## src/rtl/ultrasonic_scheduler.sv

```systemverilog
// ============================================================================
// Module      : ultrasonic_scheduler
// Description : Periodic trigger/echo sequencer for an HC-SR04 style ranger.
//               Optional macro ULTRASONIC_NEAR_FILTER_EN adds a run-length
//               filter on the proximity flag.
// Revision    : 1.0 - initial release
// ============================================================================
`default_nettype none

module ultrasonic_scheduler #(
    parameter int TRIG_CYCLES      = 500,
    parameter int PERIOD_CYCLES    = 3000000,
    parameter int ECHO_WAIT_CYCLES = 1500000,
    parameter int ECHO_MAX_CYCLES  = 1250000,
    parameter int NEAR_MIN         = 2900,
    parameter int NEAR_MAX         = 14500
`ifdef ULTRASONIC_NEAR_FILTER_EN
    ,
    parameter int FILT_N           = 3
`endif
) (
    input  logic        clk,
    input  logic        rst_n,
    input  logic        enable,
    input  logic        echo,
    output logic        trigger,
    output logic [31:0] echo_duration,
    output logic        sample_valid,
    output logic        timeout,
    output logic        busy,
    output logic        near
);

    localparam logic [31:0] c_trig_last   = 32'(TRIG_CYCLES - 1);
    localparam logic [31:0] c_wait_last   = 32'(ECHO_WAIT_CYCLES - 1);
    localparam logic [31:0] c_echo_max    = 32'(ECHO_MAX_CYCLES);
    localparam logic [31:0] c_period_last = 32'(PERIOD_CYCLES - 1);
    localparam logic [31:0] c_near_min    = 32'(NEAR_MIN);
    localparam logic [31:0] c_near_max    = 32'(NEAR_MAX);

    typedef enum logic [2:0] {
        ST_IDLE      = 3'd0,
        ST_TRIG      = 3'd1,
        ST_WAIT_RISE = 3'd2,
        ST_MEASURE   = 3'd3,
        ST_HOLDOFF   = 3'd4
    } state_t;

    state_t      state_q, state_d;
    logic [31:0] period_q, period_d;
    logic [31:0] trig_cnt_q, trig_cnt_d;
    logic [31:0] wait_cnt_q, wait_cnt_d;
    logic [31:0] meas_cnt_q, meas_cnt_d;
    logic [31:0] dur_q, dur_d;
    logic        trig_q, trig_d;
    logic        valid_q, valid_d;
    logic        tmo_q, tmo_d;
    logic        near_q, near_d;
    logic        sync1_q, echo_s_q, echo_d_q;
    logic        w_rise, w_fall, w_eval, w_in_range;

    always_ff @(posedge clk) begin
        if (!rst_n) begin
            sync1_q  <= 1'b0;
            echo_s_q <= 1'b0;
            echo_d_q <= 1'b0;
        end else begin
            sync1_q  <= echo;
            echo_s_q <= sync1_q;
            echo_d_q <= echo_s_q;
        end
    end

    assign w_rise = echo_s_q & ~echo_d_q;
    assign w_fall = ~echo_s_q & echo_d_q;

    always_comb begin
        state_d    = state_q;
        period_d   = (state_q != ST_IDLE) ? period_q + 32'd1 : period_q;
        trig_cnt_d = trig_cnt_q;
        wait_cnt_d = wait_cnt_q;
        meas_cnt_d = meas_cnt_q;
        dur_d      = dur_q;
        trig_d     = 1'b0;
        valid_d    = 1'b0;
        tmo_d      = 1'b0;
        case (state_q)
            ST_IDLE: begin
                if (enable) begin
                    state_d    = ST_TRIG;
                    trig_cnt_d = 32'd0;
                    period_d   = 32'd0;
                    trig_d     = 1'b1;
                end
            end
            ST_TRIG: begin
                if (trig_cnt_q == c_trig_last) begin
                    state_d    = ST_WAIT_RISE;
                    wait_cnt_d = 32'd0;
                end else begin
                    trig_cnt_d = trig_cnt_q + 32'd1;
                    trig_d     = 1'b1;
                end
            end
            ST_WAIT_RISE: begin
                if (w_rise) begin
                    state_d    = ST_MEASURE;
                    meas_cnt_d = 32'd1;
                end else if (wait_cnt_q == c_wait_last) begin
                    state_d = ST_HOLDOFF;
                    tmo_d   = 1'b1;
                end else begin
                    wait_cnt_d = wait_cnt_q + 32'd1;
                end
            end
            ST_MEASURE: begin
                // A fall on the cycle the count saturates still yields a valid sample.
                if (w_fall) begin
                    state_d = ST_HOLDOFF;
                    dur_d   = meas_cnt_q;
                    valid_d = 1'b1;
                end else if (meas_cnt_q == c_echo_max) begin
                    state_d = ST_HOLDOFF;
                    dur_d   = c_echo_max;
                    tmo_d   = 1'b1;
                end else if (echo_s_q) begin
                    meas_cnt_d = meas_cnt_q + 32'd1;
                end
            end
            ST_HOLDOFF: begin
                if (period_q == c_period_last) begin
                    if (enable) begin
                        state_d    = ST_TRIG;
                        trig_cnt_d = 32'd0;
                        period_d   = 32'd0;
                        trig_d     = 1'b1;
                    end else begin
                        state_d = ST_IDLE;
                    end
                end
            end
            default: state_d = ST_IDLE;
        endcase
    end

    assign w_eval     = valid_d | tmo_d;
    assign w_in_range = valid_d && (dur_d > c_near_min) && (dur_d < c_near_max);

`ifdef ULTRASONIC_NEAR_FILTER_EN
    localparam logic [2:0] c_filt_last = 3'(FILT_N - 1);
    logic [2:0] run_q, run_d;

    always_comb begin
        near_d = near_q;
        run_d  = run_q;
        if (w_eval) begin
            if (w_in_range == near_q) begin
                run_d = 3'd0;
            end else if (run_q == c_filt_last) begin
                near_d = w_in_range;
                run_d  = 3'd0;
            end else begin
                run_d = run_q + 3'd1;
            end
        end
    end

    always_ff @(posedge clk) begin
        if (!rst_n) run_q <= 3'd0;
        else        run_q <= run_d;
    end
`else
    always_comb begin
        near_d = near_q;
        if (w_eval) near_d = w_in_range;
    end
`endif

    always_ff @(posedge clk) begin
        if (!rst_n) begin
            state_q    <= ST_IDLE;
            period_q   <= 32'd0;
            trig_cnt_q <= 32'd0;
            wait_cnt_q <= 32'd0;
            meas_cnt_q <= 32'd0;
            dur_q      <= 32'd0;
            trig_q     <= 1'b0;
            valid_q    <= 1'b0;
            tmo_q      <= 1'b0;
            near_q     <= 1'b0;
        end else begin
            state_q    <= state_d;
            period_q   <= period_d;
            trig_cnt_q <= trig_cnt_d;
            wait_cnt_q <= wait_cnt_d;
            meas_cnt_q <= meas_cnt_d;
            dur_q      <= dur_d;
            trig_q     <= trig_d;
            valid_q    <= valid_d;
            tmo_q      <= tmo_d;
            near_q     <= near_d;
        end
    end

    assign trigger       = trig_q;
    assign echo_duration = dur_q;
    assign sample_valid  = valid_q;
    assign timeout       = tmo_q;
    assign busy          = (state_q != ST_IDLE);
    assign near          = near_q;

endmodule

`default_nettype wire
```

## config.mk

```make
export PLATFORM = sky130hd
export DESIGN_NAME = ultrasonic_scheduler
export DESIGN_NICKNAME = d
export VERILOG_FILES = /design/src/rtl/ultrasonic_scheduler.sv
export SDC_FILE = /design/constraint.sdc
export NUM_CORES = 1
export LEC_CHECK = 0
export CAP_MARGIN = 20
export CORE_MARGIN = 4
export CORE_UTILIZATION = 55
export CTS_CLUSTER_DIAMETER = 100
export DETAILED_ROUTE_END_ITERATION = 8
export PLACE_DENSITY = 0.72
export SYNTH_ARGS = -nofsm -noshare
export SYNTH_HDL_FRONTEND = slang
export SYNTH_SLANG_ARGS = --single-unit
```

## constraint.sdc

```tcl
create_clock -name clk -period 4.4 [get_ports clk]
set_clock_uncertainty 0.15 [all_clocks]
set_input_delay 0.44 -clock clk [delete_from_list [all_inputs] [get_ports clk]]
set_output_delay 0.44 -clock clk [all_outputs]
set_load 0.02 [all_outputs]
```

==> run metrics, run 1 <==
Post-Syn Nets=1019; Nets=1041; Highest Clock Rate=312 MHz; R2R setup slack=about 1200 ps; Final Hold Fails=0; DR vias=7488; Mapped Area=8320 sq um; CP Class=register to register; total iterations of the first detailed-routing run=5; Hold Buf Count CTS=0; H-tree levels=4; biggest area consumer among synthesized cells=dfxtp_1; register area share after synthesis=40.9%; measured slew at the worst slew-check pin=approximately 950 ps; maximum vdd drop=314 uV; min cycle time layout=3200 ps; Overall Global Routing Usage=24.4%; post-route cell area=9510 sq um; outcome=finished clean; Initial Utilization=56.6%; largest net degree at the start of global routing=31; nature of the critical path endpoint=register; top_reg_cell synth=dfxtp_1; Final Cycle Share=between 70 and 80%; initial antenna violation count=0; Leak=0.00323 uW; r2r endpoint=wait_cnt_q[14]$_SDFFE_PN0P_; post-CTS setup buffer count=0; PD cells=387 nW/um^2; Rel. slew slack=36.6%; most frequent cell after synthesis=dfxtp_1; syn avg cell area=8.24 sq um; diodes inserted=0; synth top area cells=dfxtp_1 41%, nor2_1 6.9%, xor2_1 4.5%, xnor2_1 3.9%, nand2_1 3.2%; Fin Setup TNS=0 ps; CTS tree=built; routability congestion estimate=between 0.8 and 0.9; DRT Wirelength=roughly 20000 um; hold path startpoint=sync1_q$_SDFF_PN0_; Synthesis Warnings=0; CTS max path bufs=2; delay-heaviest family, CP=simple AND/OR/NAND/NOR gates; CP peak stage delay=770 ps; Sink Count=170; critical-path maximum fanout=14; vias in the first global route=6835; Synth Register Bits=170; hpwl dp=approximately 14000 um; first-pass GRT wire length=33900 um; row count=44; clk_lat worst skew=430 ps; total clock buffers created by CTS=17; Area Growth Syn to Fin=14.3%; Placed Area=8870 sq um; Vias/cell=roughly 6.1; Resized cells post-CTS=0; Core Area=14700 sq um; final setup violation count=0; Critical Path, Cell by Cell=nor4bb_1 > nand4_1 > or4_1 > a21oi_1 > nand3_1 > xor2_1 > nor2_1; root buffer cell=clkbuf_16; Fillers=roughly 1300; Hold WC Path Type=register to register; Buf/Inv on CP=0; DRC viols=0; nature of the critical path startpoint=register; WP data required=around 4600 ps; WP data arrival=3360 ps; Routed Antenna Nets=0; top cell type's share of synthesized area=40.9%; Die Height=about 130 um; Synth cell types=73; Post-synth ARST share=0%; EDFF count, synth=0; WL/cell=16.5 um; synth cell count leaders=170 x dfxtp_1, 153 x nor2_1, 71 x nand2_1; Post-Syn Instances=around 1000; I/O pin total=41; die area=approximately 17000 sq um; Remaining Overflow, GRT=0; CTS clk-pin slew, worst paths=60 ps; Hold Path End=echo_s_q$_SDFF_PN0_; reg2reg start=trig_cnt_q[7]$_SDFFE_PN0P_; share of cells above drive strength 1=under 10%; Iteration-0 DRC Markers=514; R2R cell count=7; hold path depth=1; Die Wd=131 um; Crit-path slowest cell=a21oi_1; RSZ-0062 raised after global routing=no; Max Cap Viol=0; Final Max Slew Viols=0; PortBufs=40
-- placed cells by master (no fill, tap or decap), types with 11 or more instances in the layout --
cell type        instances
a21oi_1                 40
a22oi_1                 22
a31oi_1                 12
and2_1                  19
and3_1                  29
and4_1                  12
buf_4                   11
clkbuf_16               17
clkdlybuf4s50_1         40
dfxtp_1                170
inv_1                   27
nand2_1                 71
nand3_1                 43
nand4_1                 34
nor2_1                 153
nor3_1                  28
nor4_1                  26
o21ai_0                 42
o21ai_1                 11
or3_1                   22
xnor2_1                 37
xor2_1                  43
-- sequential cells by signal (all words and copies together) (netlist names), 3 cells and up --
| name | count |
|---|---|
| meas_cnt_q | 32 |
| trig_cnt_q | 32 |
| period_q | 32 |
| echo_duration | 32 |
| state_q | 3 |
| wait_cnt_q | 32 |
-- area by class of cell --
cell class,instances,area (sq um),share of cell area (%)
timing repair buffer,51,483,5.08
sequential,170,3400,35.8
inverter,28,105,1.11
tap,184,230,2.42
clock inverter,9,135,1.42
multi-input combinational,764,4640,48.8
clock buffer,23,508,5.34
-- power breakdown --
group / internal (uW) / switching (uW)
Combinational: 141 / 324
Clock: 985 / 621
Sequential: 1560 / 42.0
-- stage by stage --
stage          total power [uW]  hold slack, ps  cells  utilization (%)  setup WS, ps
2_1_floorplan              1960             262   1010                -          1590
3_3_place_gp               2090             301   1197             60.3          1210
3_5_place_dp               2090             294   1197             60.3          1210
4_1_cts                    3700             308   1229             64.7          1160
5_1_grt                    3820             342   1229             64.7           869
6_report                   3680             303   1229             64.7          1200
-- routing by layer --
metal,part of all wire (%),global-route usage [%],routed length (um),vias to the layer above
met5,0,0,0,-
met4,1.7,8.59,341,0
met3,4.8,4.80,980,33
met2,47,39.2,9500,178
met1,47,32.8,9430,3592
li1,-,-,-,3685
-- worst reg2reg max path, stage by stage (launching register included) --
cell,delay [ps]
dfxtp_1,410
nor4bb_1,310
nand4_1,300
or4_1,670
a21oi_1,770
nand3_1,220
xor2_1,200
nor2_1,50
-- worst max-delay path by stage --
| stage | startpoint | to | slack (ps) | depth (start not counted) |
|---|---|---|---|---|
| final | trig_cnt_q[7]$_SDFFE_PN0P_ | wait_cnt_q[14]$_SDFFE_PN0P_ | 1200 | 7 |
| after global routing | trig_cnt_q[4]$_SDFFE_PN0P_ | wait_cnt_q[14]$_SDFFE_PN0P_ | 870 | 7 |
| after CTS | trig_cnt_q[7]$_SDFFE_PN0P_ | wait_cnt_q[14]$_SDFFE_PN0P_ | 1160 | 7 |
| after detailed placement | trig_cnt_q[7]$_SDFFE_PN0P_ | wait_cnt_q[31]$_SDFFE_PN0P_ | 1210 | 7 |
| after global placement | trig_cnt_q[7]$_SDFFE_PN0P_ | wait_cnt_q[12]$_SDFFE_PN0P_ | 1210 | 7 |
| after floorplan | meas_cnt_q[31]$_SDFFE_PN0P_ | near$_SDFFE_PN0P_ | 1590 | 8 |
-- logic make-up after synthesis --
logic type	synth area share, %
DFF	40.9
AOI/OAI and AO/OA	14.7
xor gates and xnor gates	8.42
adders and majority gates	0.752
muxes	0.376
buffers and inverters	3.58
and+or+nand+nor	31.2
No activity file was read; power rests on OpenSTA's default activity.
==> inputs of run 2 (changes only) <==
--- a/config.mk
+++ b/config.mk
@@ -10,7 +10,7 @@
 export CORE_UTILIZATION = 55
 export CTS_CLUSTER_DIAMETER = 100
 export DETAILED_ROUTE_END_ITERATION = 8
-export PLACE_DENSITY = 0.72
+export PLACE_DENSITY = 0.75
 export SYNTH_ARGS = -nofsm -noshare
 export SYNTH_HDL_FRONTEND = slang
 export SYNTH_SLANG_ARGS = --single-unit
==> constraint.sdc (replaced) <==
create_clock -name clk -period 2.7 [get_ports clk]
set_clock_uncertainty 0.15 [all_clocks]
set_input_delay 0.27 -clock clk [delete_from_list [all_inputs] [get_ports clk]]
set_output_delay 0.27 -clock clk [all_outputs]
set_load 0.02 [all_outputs]
==> run metrics, run 2 (synthesis results as in run 1) <==
Final Cycle Share=105% (+32 points); Vias/cell=5.94 (-2.5%); Nets=1173 (+13%); Placed Area=9830 sq um (+11%); die area=17200 sq um (unchanged); largest net degree at the start of global routing=31 (unchanged); Max Cap Viol=0 (unchanged); Final Max Slew Viols=0 (unchanged); worst setup margin=-142 ps (-1340 ps); failing checks=setup timing; vias in the first global route=7349 (+7.5%); Iteration-0 DRC Markers=771 (+50%); total clock buffers created by CTS=17 (unchanged); reg2reg start=meas_cnt_q[31]$_SDFFE_PN0P_; measured slew at the worst slew-check pin=585 ps (-364 ps); DRT Wirelength=22200 um (+9.7%); r2r endpoint=near$_SDFFE_PN0P_; H-tree levels=4 (unchanged); Crit-path slowest cell=or4_4; Routed Antenna Nets=0 (unchanged); RSZ-0062 raised after global routing=yes; nature of the critical path startpoint=register; initial antenna violation count=0 (unchanged); first-pass GRT wire length=35700 um (+5.5%); total iterations of the first detailed-routing run=5 (unchanged); CP peak stage delay=540 ps (-230 ps); CP startpoint=meas_cnt_q[31]$_SDFFE_PN0P_; WL/cell=16.4 um (-0.68%); CP Class=register to register; I/O pin total=41 (unchanged); Leak=0.00401 uW (+24%); row count=44 (unchanged); Hold WC Path Type=input port to register; most frequent CP cell=or4_4; hpwl dp=15000 um (+10%); CTS max path bufs=2 (unchanged); outcome=finished with violations; maximum vdd drop=534 uV (+70%); Die Wd=131 um (unchanged); commonest non-fill, non-tap cell in the layout=dfxtp_1; Final Hold Fails=0 (unchanged); DRC viols=0 (unchanged); Util after Layout=73.8% (+9.1 points); CTS clk-pin slew, worst paths=60 ps (about the same); DR vias=8062 (+7.7%); most frequent cells in the layout=164 x dfxtp_1, 153 x nor2_1, 132 x buf_4; critical-path maximum fanout=4 (-10); Critical Path, Cell by Cell=or4_4 > or4_4 > nor4_4 > buf_4 > buf_6 > o22a_1 > o32ai_2 > a221oi_2 > o21ai_1; share of cells above drive strength 1=21.7% (+15 points); clk_lat worst skew=430 ps (about the same); Core Area=14700 sq um (unchanged); Area Growth Syn to Fin=30.3%; Initial Utilization=56.6% (unchanged); crit path capture=near$_SDFFE_PN0P_; Remaining Overflow, GRT=0 (unchanged); post-route cell area=10800 sq um (+14%); final setup violation count=15 (+15); root buffer cell=clkbuf_16; CTS tree=built; Overall Global Routing Usage=25.9% (+1.5 points); Die Height=131 um (unchanged); R2R cell count=9 (+2); Rel. slew slack=60.7% (+24 points); min cycle time layout=2840 ps (-362 ps); PD cells=557 nW/um^2 (+44%); diodes inserted=0 (unchanged); PortBufs=40 (unchanged); WP data required=2870 ps (-1690 ps); nature of the critical path endpoint=register; WP data arrival=3010 ps (-350 ps); Sink Count=170 (unchanged); routability congestion estimate=0.938 (+7.7%); Highest Clock Rate=352 MHz (+13%); R2R setup slack=-140 ps (-1340 ps)
run 2: cell count changes in the layout (fill, tap and decap cells not counted), moves of 6 or more:
cell      delta
nor3_4       +6
nor3_1      -12
nor4_1       -8
nor4_2       +7
clkbuf_8     -6
buf_6       +10
buf_4      +121
nor3_2       +6
dfxtp_1      -6
dfxtp_2      +6
run 2: area by class of cell:
class	count	area, sq um
clock buffers	19	433
inverters	28	105
multi-input cells	764	5010
repair buffers	183	1520
well taps	184	230
fillers	1086	3860
flip-flops and latches	170	3410
clock inverters	9	128
run 2: per-stage QoR:
stage / TNS, ps / std cells / hold slack, ps / setup slack (ps) / power [uW]
global route: -3560 / 1357 / 269 / -233 / 6260
CTS: -525 / 1353 / 262 / -109 / 6000
global placement: -347 / 1322 / 270 / -59.6 / 3590
detailed placement: -937 / 1322 / 273 / -124 / 3600
floorplan: -39.2 / 1010 / 247 / -39.2 / 3200
finish: -1230 / 1357 / 273 / -142 / 6040
run 2: repair_timing:
action / in CTS / in global routing
setup buffers: 2 / 3
pin swaps: 11 / 34
hold buffers: 0 / 0
cloned: 1 / 1
gates resized for setup: 26 / 57
setup endpoints to repair: 23 / 73
run 2: report_power, final:
part	internal (uW)	switching, uW
Sequential	2550	31.0
Combinational	412	652
Clock	1430	968
Total	4390	1650
run 2: worst max-delay path, delay by kind of cell (launching register included):
kind            cells  cell delay (ps)
compound gates      4              630
buf+inv             2              290
flops               1              320
simple gates        3             1340
run 2: how the worst min path moves through the flow:
| stage | startpoint | cells past startpoint | end | slack, ps |
|---|---|---|---|---|
| 3_3_place_gp | sync1_q$_SDFF_PN0_ | 1 | echo_s_q$_SDFF_PN0_ | 270 |
| 4_1_cts | echo | 2 | sync1_q$_SDFF_PN0_ | 260 |
| 3_5_place_dp | sync1_q$_SDFF_PN0_ | 1 | echo_s_q$_SDFF_PN0_ | 270 |
| 6_report | echo | 2 | sync1_q$_SDFF_PN0_ | 270 |
| 5_1_grt | echo | 2 | sync1_q$_SDFF_PN0_ | 270 |
| 2_1_floorplan | echo | 1 | sync1_q$_SDFF_PN0_ | 250 |
run 2: routing by layer:
layer | vias up | part of all wire [%] | track usage [%]
met5 | - | 0 | 0
met2 | 235 | 48 | 42.2
li1 | 3956 | - | -
met1 | 3832 | 45 | 35.4
met4 | 0 | 1.7 | 7.62
met3 | 39 | 5.6 | 4.23
==> inputs of run 3 (changes only) <==
--- a/config.mk
+++ b/config.mk
@@ -5,7 +5,6 @@
 export SDC_FILE = /design/constraint.sdc
 export NUM_CORES = 1
 export LEC_CHECK = 0
-export CAP_MARGIN = 20
 export CORE_MARGIN = 4
 export CORE_UTILIZATION = 55
 export CTS_CLUSTER_DIAMETER = 100
==> results of run 3 <==
The final DEF is identical to that of run 2; final timing and power are the same.
